`src/rtl/vga_timing_pattern_gen.sv`:
```
// Parametrised VGA timing generator with solid, colour-bar, checkerboard and
// external-pixel pattern modes. Pixel rate is set by pix_en; sync, blank and
// RGB travel through equal-depth delay lines so they stay aligned.
module vga_timing_pattern_gen #(
    parameter int unsigned H_ACTIVE   = 640,
    parameter int unsigned H_FP       = 16,
    parameter int unsigned H_SYNC     = 96,
    parameter int unsigned H_BP       = 48,
    parameter int unsigned V_ACTIVE   = 480,
    parameter int unsigned V_FP       = 10,
    parameter int unsigned V_SYNC     = 2,
    parameter int unsigned V_BP       = 33,
    parameter bit          HS_POL     = 1'b0,
    parameter bit          VS_POL     = 1'b0,
    parameter int unsigned COLOR_W    = 8,
    parameter int unsigned EXT_LAT    = 2,
    parameter int unsigned CHECK_LOG2 = 5,
    localparam int unsigned H_TOTAL   = H_ACTIVE + H_FP + H_SYNC + H_BP,
    localparam int unsigned V_TOTAL   = V_ACTIVE + V_FP + V_SYNC + V_BP,
    localparam int unsigned HW        = $clog2(H_TOTAL),
    localparam int unsigned VW        = $clog2(V_TOTAL)
) (
    input  logic                   clk,
    input  logic                   reset,
    input  logic                   pix_en,
    input  logic [1:0]             mode,
    input  logic [3*COLOR_W-1:0]   solid_rgb,
    input  logic [3*COLOR_W-1:0]   ext_rgb,
    output logic [HW-1:0]          req_x,
    output logic [VW-1:0]          req_y,
    output logic                   req_valid,
    output logic                   vga_hs,
    output logic                   vga_vs,
    output logic                   vga_blank_n,
    output logic                   vga_sync_n,
    output logic [COLOR_W-1:0]     vga_r,
    output logic [COLOR_W-1:0]     vga_g,
    output logic [COLOR_W-1:0]     vga_b,
    output logic                   frame_start
);

    localparam int unsigned CW3   = 3 * COLOR_W;
    localparam int unsigned BAR_W = H_ACTIVE / 8;

    // Boundaries are one bit wider than the counters so an end value equal to the
    // total never wraps to zero.
    localparam logic [HW:0]   H_ACT_E = (HW+1)'(H_ACTIVE);
    localparam logic [HW:0]   H_SS    = (HW+1)'(H_ACTIVE + H_FP);
    localparam logic [HW:0]   H_SE    = (HW+1)'(H_ACTIVE + H_FP + H_SYNC);
    localparam logic [VW:0]   V_ACT_E = (VW+1)'(V_ACTIVE);
    localparam logic [VW:0]   V_SS    = (VW+1)'(V_ACTIVE + V_FP);
    localparam logic [VW:0]   V_SE    = (VW+1)'(V_ACTIVE + V_FP + V_SYNC);
    localparam logic [HW-1:0] H_LAST  = HW'(H_TOTAL - 1);
    localparam logic [VW-1:0] V_LAST  = VW'(V_TOTAL - 1);

    // Position that the counter stage will load on the next pix_en tick.
    logic [HW-1:0]  nxt_h;
    logic [VW-1:0]  nxt_v;
    logic           nxt_act, nxt_hs, nxt_vs;

    // Counter stage (visible on req_x/req_y/req_valid).
    logic [HW-1:0]  h_cnt;
    logic [VW-1:0]  v_cnt;
    logic           stg_hs, stg_vs, stg_fs;

    logic [1:0]     shd_mode;
    logic [CW3-1:0] shd_solid;

    logic [CW3-1:0] pat_rgb;
    logic [HW-1:0]  bar_q;
    logic [2:0]     bar_idx;

    logic           dl_hs  [EXT_LAT];
    logic           dl_vs  [EXT_LAT];
    logic           dl_bl  [EXT_LAT];
    logic           dl_fs  [EXT_LAT];
    logic           dl_ext [EXT_LAT];
    logic [CW3-1:0] dl_rgb [EXT_LAT];

    logic [CW3-1:0] rgb_q;

    assign req_x      = h_cnt;
    assign req_y      = v_cnt;
    assign vga_sync_n = 1'b1;
    assign vga_r      = rgb_q[3*COLOR_W-1:2*COLOR_W];
    assign vga_g      = rgb_q[2*COLOR_W-1:COLOR_W];
    assign vga_b      = rgb_q[COLOR_W-1:0];

    // Region decode of the upcoming position.
    always_comb begin
        nxt_act = ({1'b0, nxt_h} < H_ACT_E) && ({1'b0, nxt_v} < V_ACT_E);
        nxt_hs  = (({1'b0, nxt_h} >= H_SS) && ({1'b0, nxt_h} < H_SE)) ? HS_POL : ~HS_POL;
        nxt_vs  = (({1'b0, nxt_v} >= V_SS) && ({1'b0, nxt_v} < V_SE)) ? VS_POL : ~VS_POL;
        stg_fs  = req_valid && (h_cnt == '0) && (v_cnt == '0);
    end

    // Raster counters and the counter stage.
    always_ff @(posedge clk or negedge reset) begin
        if (!reset) begin
            nxt_h     <= '0;
            nxt_v     <= '0;
            h_cnt     <= '0;
            v_cnt     <= '0;
            req_valid <= 1'b0;
            stg_hs    <= ~HS_POL;
            stg_vs    <= ~VS_POL;
        end else if (pix_en) begin
            nxt_h <= (nxt_h == H_LAST) ? '0 : nxt_h + HW'(1);
            if (nxt_h == H_LAST) begin
                nxt_v <= (nxt_v == V_LAST) ? '0 : nxt_v + VW'(1);
            end
            h_cnt     <= nxt_h;
            v_cnt     <= nxt_v;
            req_valid <= nxt_act;
            stg_hs    <= nxt_hs;
            stg_vs    <= nxt_vs;
        end
    end

    // Mode/colour shadows update only as the stage leaves the last pixel of a frame.
    always_ff @(posedge clk or negedge reset) begin
        if (!reset) begin
            shd_mode  <= 2'd0;
            shd_solid <= '0;
        end else if (pix_en && (h_cnt == H_LAST) && (v_cnt == V_LAST)) begin
            shd_mode  <= mode;
            shd_solid <= solid_rgb;
        end
    end

    // Internal pattern colour for the pixel in the counter stage.
    always_comb begin
        pat_rgb = '0;
        bar_q   = h_cnt / HW'(BAR_W);
        bar_idx = (bar_q > HW'(7)) ? 3'd7 : bar_q[2:0];
        case (shd_mode)
            2'd0: pat_rgb = shd_solid;
            2'd1: pat_rgb = {{COLOR_W{~bar_idx[1]}}, {COLOR_W{~bar_idx[2]}},
                             {COLOR_W{~bar_idx[0]}}};
            2'd2: pat_rgb = (h_cnt[CHECK_LOG2] ^ v_cnt[CHECK_LOG2]) ? '0 : '1;
            default: pat_rgb = '0;
        endcase
    end

    // Equal-depth delay line covering the external source latency.
    always_ff @(posedge clk or negedge reset) begin
        if (!reset) begin
            for (int i = 0; i < EXT_LAT; i++) begin
                dl_hs[i]  <= ~HS_POL;
                dl_vs[i]  <= ~VS_POL;
                dl_bl[i]  <= 1'b0;
                dl_fs[i]  <= 1'b0;
                dl_ext[i] <= 1'b0;
                dl_rgb[i] <= '0;
            end
        end else if (pix_en) begin
            dl_hs[0]  <= stg_hs;
            dl_vs[0]  <= stg_vs;
            dl_bl[0]  <= req_valid;
            dl_fs[0]  <= stg_fs;
            dl_ext[0] <= (shd_mode == 2'd3);
            dl_rgb[0] <= pat_rgb;
            for (int i = 1; i < EXT_LAT; i++) begin
                dl_hs[i]  <= dl_hs[i-1];
                dl_vs[i]  <= dl_vs[i-1];
                dl_bl[i]  <= dl_bl[i-1];
                dl_fs[i]  <= dl_fs[i-1];
                dl_ext[i] <= dl_ext[i-1];
                dl_rgb[i] <= dl_rgb[i-1];
            end
        end
    end

    // Output register: selects external pixel and forces black while blanked.
    always_ff @(posedge clk or negedge reset) begin
        if (!reset) begin
            vga_hs      <= ~HS_POL;
            vga_vs      <= ~VS_POL;
            vga_blank_n <= 1'b0;
            frame_start <= 1'b0;
            rgb_q       <= '0;
        end else if (pix_en) begin
            vga_hs      <= dl_hs[EXT_LAT-1];
            vga_vs      <= dl_vs[EXT_LAT-1];
            vga_blank_n <= dl_bl[EXT_LAT-1];
            frame_start <= dl_fs[EXT_LAT-1];
            if (!dl_bl[EXT_LAT-1]) begin
                rgb_q <= '0;
            end else if (dl_ext[EXT_LAT-1]) begin
                rgb_q <= ext_rgb;
            end else begin
                rgb_q <= dl_rgb[EXT_LAT-1];
            end
        end
    end

endmodule

```
`config.mk`:
```
export PLATFORM = sky130hd
export DESIGN_NAME = vga_timing_pattern_gen
export DESIGN_NICKNAME = d
export VERILOG_FILES = /design/src/rtl/vga_timing_pattern_gen.sv
export SDC_FILE = /design/constraint.sdc
export NUM_CORES = 1
export LEC_CHECK = 0
export BUFFER_PORTS_ARGS = -buffer_cell sky130_fd_sc_hd__clkbuf_2
export CAP_MARGIN = 20
export CORE_ASPECT_RATIO = 2
export CORE_UTILIZATION = 50
export CTS_CLUSTER_DIAMETER = 40
export DETAILED_ROUTE_END_ITERATION = 10
export GPL_TIMING_DRIVEN = 0
export PLACE_DENSITY_LB_ADDON = 0.2
export SYNTH_ARGS = -nofsm -noshare
export SYNTH_HDL_FRONTEND = slang
export SYNTH_SLANG_ARGS = --single-unit
```
`constraint.sdc`:
```
create_clock -name clk -period 3.86 [get_ports clk]
set_input_delay 0.579 -clock clk [delete_from_list [all_inputs] [get_ports clk]]
set_output_delay 0.579 -clock clk [all_outputs]
set_load 0.02 [all_outputs]
```
==> results.sh, run 1 <==
export IMPL_timing_slew_headroom_pct=51.25
export IMPL_regArea_um2=3889
export IMPL_clk_pin_slew_ns=0.07
export IMPL_vias_per_cell=5.588
export IMPL_slowest_stage="nor4_1"
export IMPL_gp_congestion=0.8989
export IMPL_fp_row_count=60
export IMPL_cap_violations=0
export IMPL_place_ws_ns=1.311
export IMPL_antenna_found_initial=0
export IMPL_yosys_warnings=0
export IMPL_core_area_um2=13510
export IMPL_maxSlewViolCount=0
export IMPL_p_sw_mw=1.014
export IMPL_clock_sinks=155
export IMPL_ios=103
export IMPL_cp_data_arrival_time_ns=2.84
export IMPL_critPathKind="reg -> reg"
export IMPL_total_power_mw=3.889
export IMPL_wl_um=15920
export IMPL_p_leak_nw=3.837
export IMPL_htree_levels=4
export IMPL_p_int_mw=2.875
export IMPL_vias=4923
export IMPL_cpPeakStageDelay_ns=0.65
export IMPL_nets=770
export IMPL_worst_pin_slew_ns=0.7312
export IMPL_clkPwrFrac_pct=42.7
export IMPL_avgSynthCellArea_um2=11.75
export IMPL_grt_pass1_vias=5170
export IMPL_fmax_ghz=0.3934
export IMPL_clockBufferDepth=2
export IMPL_drt_iter0_markers=206
export IMPL_period_needed_ns=2.542
export IMPL_grt_max_degree=81
export IMPL_crit_chain="nor4_1 > nand3_1 > or4_1 > buf_4 > buf_6 > mux2_4"
export IMPL_synth_cells=593
export IMPL_grt_pass1_wl_um=26010
export IMPL_outcome="finished, final reports clean"
export IMPL_first_pass_iters=4
export IMPL_fp_dieW_um=85.47
export IMPL_async_flop_share_pct=100.0
export IMPL_syn_num_nets=650
export IMPL_ctsResizeCount=0
export IMPL_skew_ns=0.009903
export IMPL_final_hold_violation_count=0
export IMPL_p_sw_share_pct=26.08
export IMPL_initial_utilization_pct=51.56
export IMPL_n_fill_cell=1111
export IMPL_ys_seq_area_share_pct=55.82
export IMPL_rrSetupSlack_ns=1.32
export IMPL_synth_distinct_cells=50
export IMPL_hpwl_um=11840
export IMPL_cts_hold_buf=0
export IMPL_syn_area_um2=6967
export IMPL_track_usage_pct=23.59
export IMPL_p_per_area_nw_per_um2=469.1
export IMPL_wire_per_inst_um=18.07
export IMPL_layout_drive_gt1_share_pct=31.40
export IMPL_diodes=0
export IMPL_die_area_um2=14440
export IMPL_holdCritPathClass="in -> async"
export IMPL_die_y_um=168.9
export IMPL_route_antenna_remaining_nets=0
export IMPL_multiInputGateArea_um2=2738
export IMPL_cp_end_kind="register"
export IMPL_finalCritPeriodShare_pct=65.85
export IMPL_clk_latency_ns=0.42
export IMPL_comb_power_share_pct=10.2
export IMPL_layout_commonest_cell="dfrtp_1"
export IMPL_setup_viol_count_final=0
export IMPL_ys_flop_type="dfrtp_1"
export IMPL_synth_edf_count=0
export IMPL_root_buffer="clkbuf_16"
export IMPL_area_delta_synth_final_pct=19.02
export IMPL_path_max_fanout=10
export IMPL_pwr_share_seq_pct=47.1
export IMPL_grt_overflow=0
export IMPL_synth_seq_cells=155
export IMPL_rsz0062_at_grt="false"
export IMPL_crit_required_ns=4.16
export IMPL_layout_common_cells="dfrtp_1 (147), clkbuf_2 (99), mux2_2 (59), inv_1 (44), nand2_1 (29)"
export IMPL_drc=0
export IMPL_holdWs_ns=0.1343
export IMPL_cts_setup_buffers=0
export IMPL_io_buffers=100
export IMPL_cts_tree="built"
export IMPL_setup_ws_ns=1.318
export IMPL_peakVddDrop_uv=347.4
export IMPL_critPathLaunchType="register"
export IMPL_cts_buffers=17
==> synth_stat cells (all sizes together) (2+ instances only) <==
cell	instances	area, um2
a21o	16	120.1
a21oi	8	40.04
a31oi	18	112.6
and3	3	18.77
and4	3	26.28
buf	11	70.06
clkbuf	27	101.4
dfrtp	147	3679
dfstp	8	210.2
ha	4	50.05
inv	44	165.2
mux2	79	964.7
mux2i	25	250.2
nand2	29	108.9
nand2b	3	18.77
nand3	12	60.06
nand4	12	75.07
nor2	27	101.4
nor2b	13	81.33
nor3	3	15.01
nor3b	3	22.52
nor4	6	37.54
nor4b	2	23.77
o2111ai	2	17.52
o21ai	23	115.1
o221ai	8	70.07
o22ai	26	162.7
or3	3	18.77
or4	2	15.01
xnor2	9	78.83
xor2	4	35.03
==> state kept, by name, summed over array words and instances, names as in the netlist <==
| name | flops |
|---|---|
| vga_vs | 1 |
| vga_blank_n | 1 |
| req_valid | 1 |
| dl_hs | 2 |
| req_y | 10 |
| shd_mode | 2 |
| dl_rgb | 48 |
| nxt_h | 10 |
| vga_hs | 1 |
| dl_fs | 2 |
| dl_ext | 2 |
| req_x | 10 |
| stg_hs | 1 |
| stg_vs | 1 |
| shd_solid | 24 |
| dl_bl | 2 |
| dl_vs | 2 |
| rgb_q | 24 |
| frame_start | 1 |
| nxt_v | 10 |
==> cell families after synthesis <==
| group | share of synthesized area [%] |
|---|---|
| buffers and inverters | 4.885 |
| XOR/XNOR | 1.634 |
| AO/OA/AOI/OAI | 9.771 |
| adder cells (fa/ha/maj) | 0.7184 |
| other | 0.05383 |
| AND/OR/NAND/NOR | 9.681 |
| multiplexers | 17.44 |
| flip-flops | 55.82 |
==> layer usage <==
| layer | GRT usage [%] | vias to the layer above | wire [um] |
|---|---|---|---|
| met5 | 0 | - | 0 |
| met4 | 9.928 | 0 | 386 |
| met3 | 4.339 | 22 | 529 |
| met2 | 45.08 | 117 | 9237 |
| met1 | 24.58 | 2446 | 5766 |
| li1 | - | 2338 | - |
==> layout make-up <==
cell class / count / share of cell area (%)
Buffer: 38 / 2.067
Multi-Input combinational cell: 355 / 33.02
Sequential cell: 155 / 46.90
Timing Repair Buffer: 101 / 6.474
Tap cell: 155 / 2.339
Inverter: 45 / 2.037
Clock buffer: 20 / 5.508
Clock inverter: 12 / 1.660
==> power groups by stage <==
stage | Sequential, mW | Clock (mW) | Combinational [mW]
detailed placement | 1.86 | 0 | 0.396
CTS | 1.83 | 1.69 | 0.400
global route | 1.85 | 1.77 | 0.433
global placement | 1.85 | 0 | 0.381
floorplan | 1.86 | 0 | 0.211
finish | 1.83 | 1.66 | 0.396
==> worst max-delay path: cells and delay by family (launching register included) <==
family / cells / cell delay (ns)
muxes: 1 / 0.30
DFF: 1 / 0.39
and+or+nand+nor: 3 / 1.36
buffers and inverters: 2 / 0.36
==> through the flow <==
step           cells  TNS (ns)  instance area (um2)  utilization [%]
2_1_floorplan    593         0                 6967                -
3_3_place_gp     848    -43.10                 7661            56.69
3_5_place_dp     849         0                 7697            56.96
4_1_cts          881         0                 8292            61.36
5_1_grt          881         0                 8292            61.36
6_report         881         0                 8292            61.36
==> worst paths after layout <==
check | from | to | cells after the start
max | req_y[1]$_DFFE_PN0P_ | shd_solid[4]$_DFFE_PN0P_ | 6
min | reset | rgb_q[6]$_DFFE_PN0P_ | 1
max reg2reg | req_y[1]$_DFFE_PN0P_ | shd_solid[4]$_DFFE_PN0P_ | 6
min reg2reg | shd_solid[3]$_DFFE_PN0P_ | shd_solid[3]$_DFFE_PN0P_ | 1
max in group asynchronous | reset | req_x[2]$_DFFE_PN0P_ | 2
min in group clk | solid_rgb[21] | shd_solid[21]$_DFFE_PN0P_ | 2
(Power assumes the default switching activity.)
==> run 2, diff against run 1 <==
--- a/config.mk
+++ b/config.mk
@@ -5,6 +5,7 @@
 export SDC_FILE = /design/constraint.sdc
 export NUM_CORES = 1
 export LEC_CHECK = 0
+export ABC_AREA = 1
 export BUFFER_PORTS_ARGS = -buffer_cell sky130_fd_sc_hd__clkbuf_2
 export CAP_MARGIN = 20
 export CORE_ASPECT_RATIO = 2
==> constraint.sdc (replaced) <==
create_clock -name clk -period 2.5 [get_ports clk]
set_input_delay 0.375 -clock clk [delete_from_list [all_inputs] [get_ports clk]]
set_output_delay 0.375 -clock clk [all_outputs]
set_load 0.02 [all_outputs]
==> results.sh, run 2 <==
export IMPL_io_buffers=101
export IMPL_outcome="complete, but fails checks"
export IMPL_peakVddDrop_uv=593.4
export IMPL_synth_edf_count=0
export IMPL_maxSlewViolCount=0
export IMPL_antenna_found_initial=0
export IMPL_syn_area_um2=6768
export IMPL_largest_reg_flops=48
export IMPL_netlist_top_cells_area="dfrtp_1 (54%), nand2_1 (13%), o21ai_0 (7.6%)"
export IMPL_syn_num_nets=821
export IMPL_vias_per_cell=5.319
export IMPL_cts_setup_buffers=0
export IMPL_cts_tree="built"
export IMPL_grt_pass1_vias=5751
export IMPL_fmax_ghz=0.4201
export IMPL_top_regs="dl_rgb x48, rgb_q x24, shd_solid x24"
export IMPL_n_fill_cell=1182
export IMPL_setup_viol_count_final=0
export IMPL_wire_per_inst_um=15.96
export IMPL_clk_pin_slew_ns=0.06
export IMPL_rr_startpoint="req_x[5]$_DFFE_PN0P_"
export IMPL_worst_path_stages=6
export IMPL_p_per_area_nw_per_um2=761.2
export IMPL_area_delta_synth_final_pct=19.32
export IMPL_cpPeakStageDelay_ns=0.65
export IMPL_placed_cells=1018
export IMPL_fp_dieW_um=84.27
export IMPL_grt_overflow=0
export IMPL_cp_end_kind="register"
export IMPL_synth_largest_area_cell="dfrtp_1"
export IMPL_root_buffer="clkbuf_16"
export IMPL_clockBufferDepth=2
export IMPL_clk_latency_ns=0.43
export IMPL_fp_row_count=59
export IMPL_path_max_fanout=10
export IMPL_critPathTopFamily="simple AND/OR/NAND/NOR gates"
export IMPL_violations="design-rule violations"
export IMPL_final_cells=1050
export IMPL_layout_common_cells="nand2_1 (229), dfrtp_1 (147), o21ai_0 (103), clkbuf_2 (100), inv_1 (68)"
export IMPL_total_power_mw=6.147
export IMPL_critPathKind="reg -> reg"
export IMPL_regArea_um2=3889
export IMPL_async_flop_share_pct=100.0
export IMPL_cts_buffers=17
export IMPL_synth_distinct_cells=35
export IMPL_grt_max_degree=94
export IMPL_die_y_um=166.5
export IMPL_synth_seq_cells=155
export IMPL_synth_cells=764
export IMPL_crit_path_end="shd_solid[5]$_DFFE_PN0P_"
export IMPL_multiInputGateArea_um2=2457
export IMPL_period_needed_ns=2.380
export IMPL_synth_common_cells="nand2_1 (229), dfrtp_1 (147), o21ai_0 (103), inv_1 (68), nor2_1 (47)"
export IMPL_first_pass_iters=8
export IMPL_ios=103
export IMPL_track_usage_pct=25.36
export IMPL_gp_congestion=0.9808
export IMPL_initial_utilization_pct=51.50
export IMPL_slowest_stage="nor4_1"
export IMPL_cts_hold_buf=0
export IMPL_holdCritPathClass="in -> async"
export IMPL_yosysTopAreaCellShare_pct=54.35
export IMPL_nets=942
export IMPL_cap_violations=0
export IMPL_vias=5585
export IMPL_fin_area_um2=8075
export IMPL_crit_chain="inv_2 > nand3_1 > nor4_1 > nand2_2 > buf_6 > mux2_2"
export IMPL_r2r_end="shd_solid[5]$_DFFE_PN0P_"
export IMPL_holdWs_ns=0.01054
export IMPL_regMostFlops="dl_rgb"
export IMPL_crit_required_ns=2.80
export IMPL_clock_sinks=155
export IMPL_placed_cell_area_um2=7500
export IMPL_die_area_um2=14030
export IMPL_rsz0062_at_grt="false"
export IMPL_hpwl_um=12560
export IMPL_drt_iter0_markers=293
export IMPL_ys_seq_area_share_pct=57.46
export IMPL_grt_pass1_wl_um=27410
export IMPL_rrSetupSlack_ns=0.12
export IMPL_yosys_warnings=0
export IMPL_worst_pin_slew_ns=0.8547
export IMPL_ys_flop_type="dfrtp_1"
export IMPL_wl_um=16760
export IMPL_finalCritPeriodShare_pct=95.22
export IMPL_crit_buf_inv=2
export IMPL_cp_data_arrival_time_ns=2.69
export IMPL_critPathLaunch="req_x[5]$_DFFE_PN0P_"
export IMPL_post_route_util_pct=61.46
export IMPL_layout_commonest_cell="nand2_1"
export IMPL_skew_ns=0.008192
export IMPL_reg2reg_depth=6
export IMPL_critPathLaunchType="register"
export IMPL_avgSynthCellArea_um2=8.858
export IMPL_synthMostInstantiatedCell="nand2_1"
export IMPL_drc=22
export IMPL_htree_levels=4
export IMPL_ctsResizeCount=0
export IMPL_layout_drive_gt1_share_pct=20.60
export IMPL_route_antenna_remaining_nets=0
export IMPL_diodes=0
export IMPL_timing_slew_headroom_pct=42.49
export IMPL_core_area_um2=13140
export IMPL_p_leak_nw=4.165
export IMPL_final_hold_violation_count=0
## run 2: worst min path at each step
stage / endpoint / slack [ns] / cells past startpoint
finish: rgb_q[6]$_DFFE_PN0P_ / 0.01 / 1
global route: rgb_q[6]$_DFFE_PN0P_ / 0.06 / 1
CTS: rgb_q[6]$_DFFE_PN0P_ / 0.04 / 1
detailed placement: dl_hs[0]$_DFFE_PN1P_ / 0.46 / 2
global placement: dl_vs[1]$_DFFE_PN1P_ / 0.45 / 2
floorplan: dl_bl[0]$_DFFE_PN0P_ / 0.08 / 0
## run 2: logic make-up (layout without fill, tap and decap cells)
logic type | count (synthesis) | after routing | share of synthesized area (%)
AOI/OAI and AO/OA | 131 | 131 | 10.17
xor gates and xnor gates | 5 | 5 | 0.6470
adders and majority gates | 4 | 4 | 0.7395
buffers and inverters | 105 | 239 | 6.230
DFF | 155 | 155 | 57.46
muxes | 26 | 26 | 4.326
other | 1 | 1 | 0.05541
and+or+nand+nor | 337 | 337 | 20.37
## run 2: layout make-up
class / count / share of cell area (%)
inverter: 71 / 3.300
clock inverter: 14 / 1.689
clock buffer: 18 / 5.438
multi-input combinational: 504 / 30.43
buffer: 34 / 1.921
sequential: 155 / 48.16
timing repair buffer: 102 / 6.709
tap: 152 / 2.355
## run 2: worst register-to-register path: stages, from the launching register on
cell and delay [ns]:
dfrtp_1 0.47, inv_2 0.15, nand3_1 0.09, nor4_1 0.65, nand2_2 0.36, buf_6 0.26
mux2_2 0.28
## run 2: report_power, final
group          internal (mW)  switching [mW]
Clock                   1.41            1.08
Sequential              2.66           0.177
Combinational          0.244           0.567
Total                   4.32            1.82
## run 2: per-stage QoR
step / setup slack (ns) / TNS [ns]
global route: 0.1298 / 0
detailed placement: 0.1799 / 0
finish: 0.1196 / 0
CTS: 0.1739 / 0
global placement: -1.482 / -219.82
floorplan: 0.7766 / 0
## run 2: per-layer routing
layer  share of wire [%]  track usage, %  routed length [um]  vias up
li1                    -               -                   -     2712
met1                  36           25.75                6073     2642
met2                  54           46.83                9080      172
met3                 4.2           4.807                 704       59
met4                 5.4           15.67                 903        0
met5                   0               0                   0        -
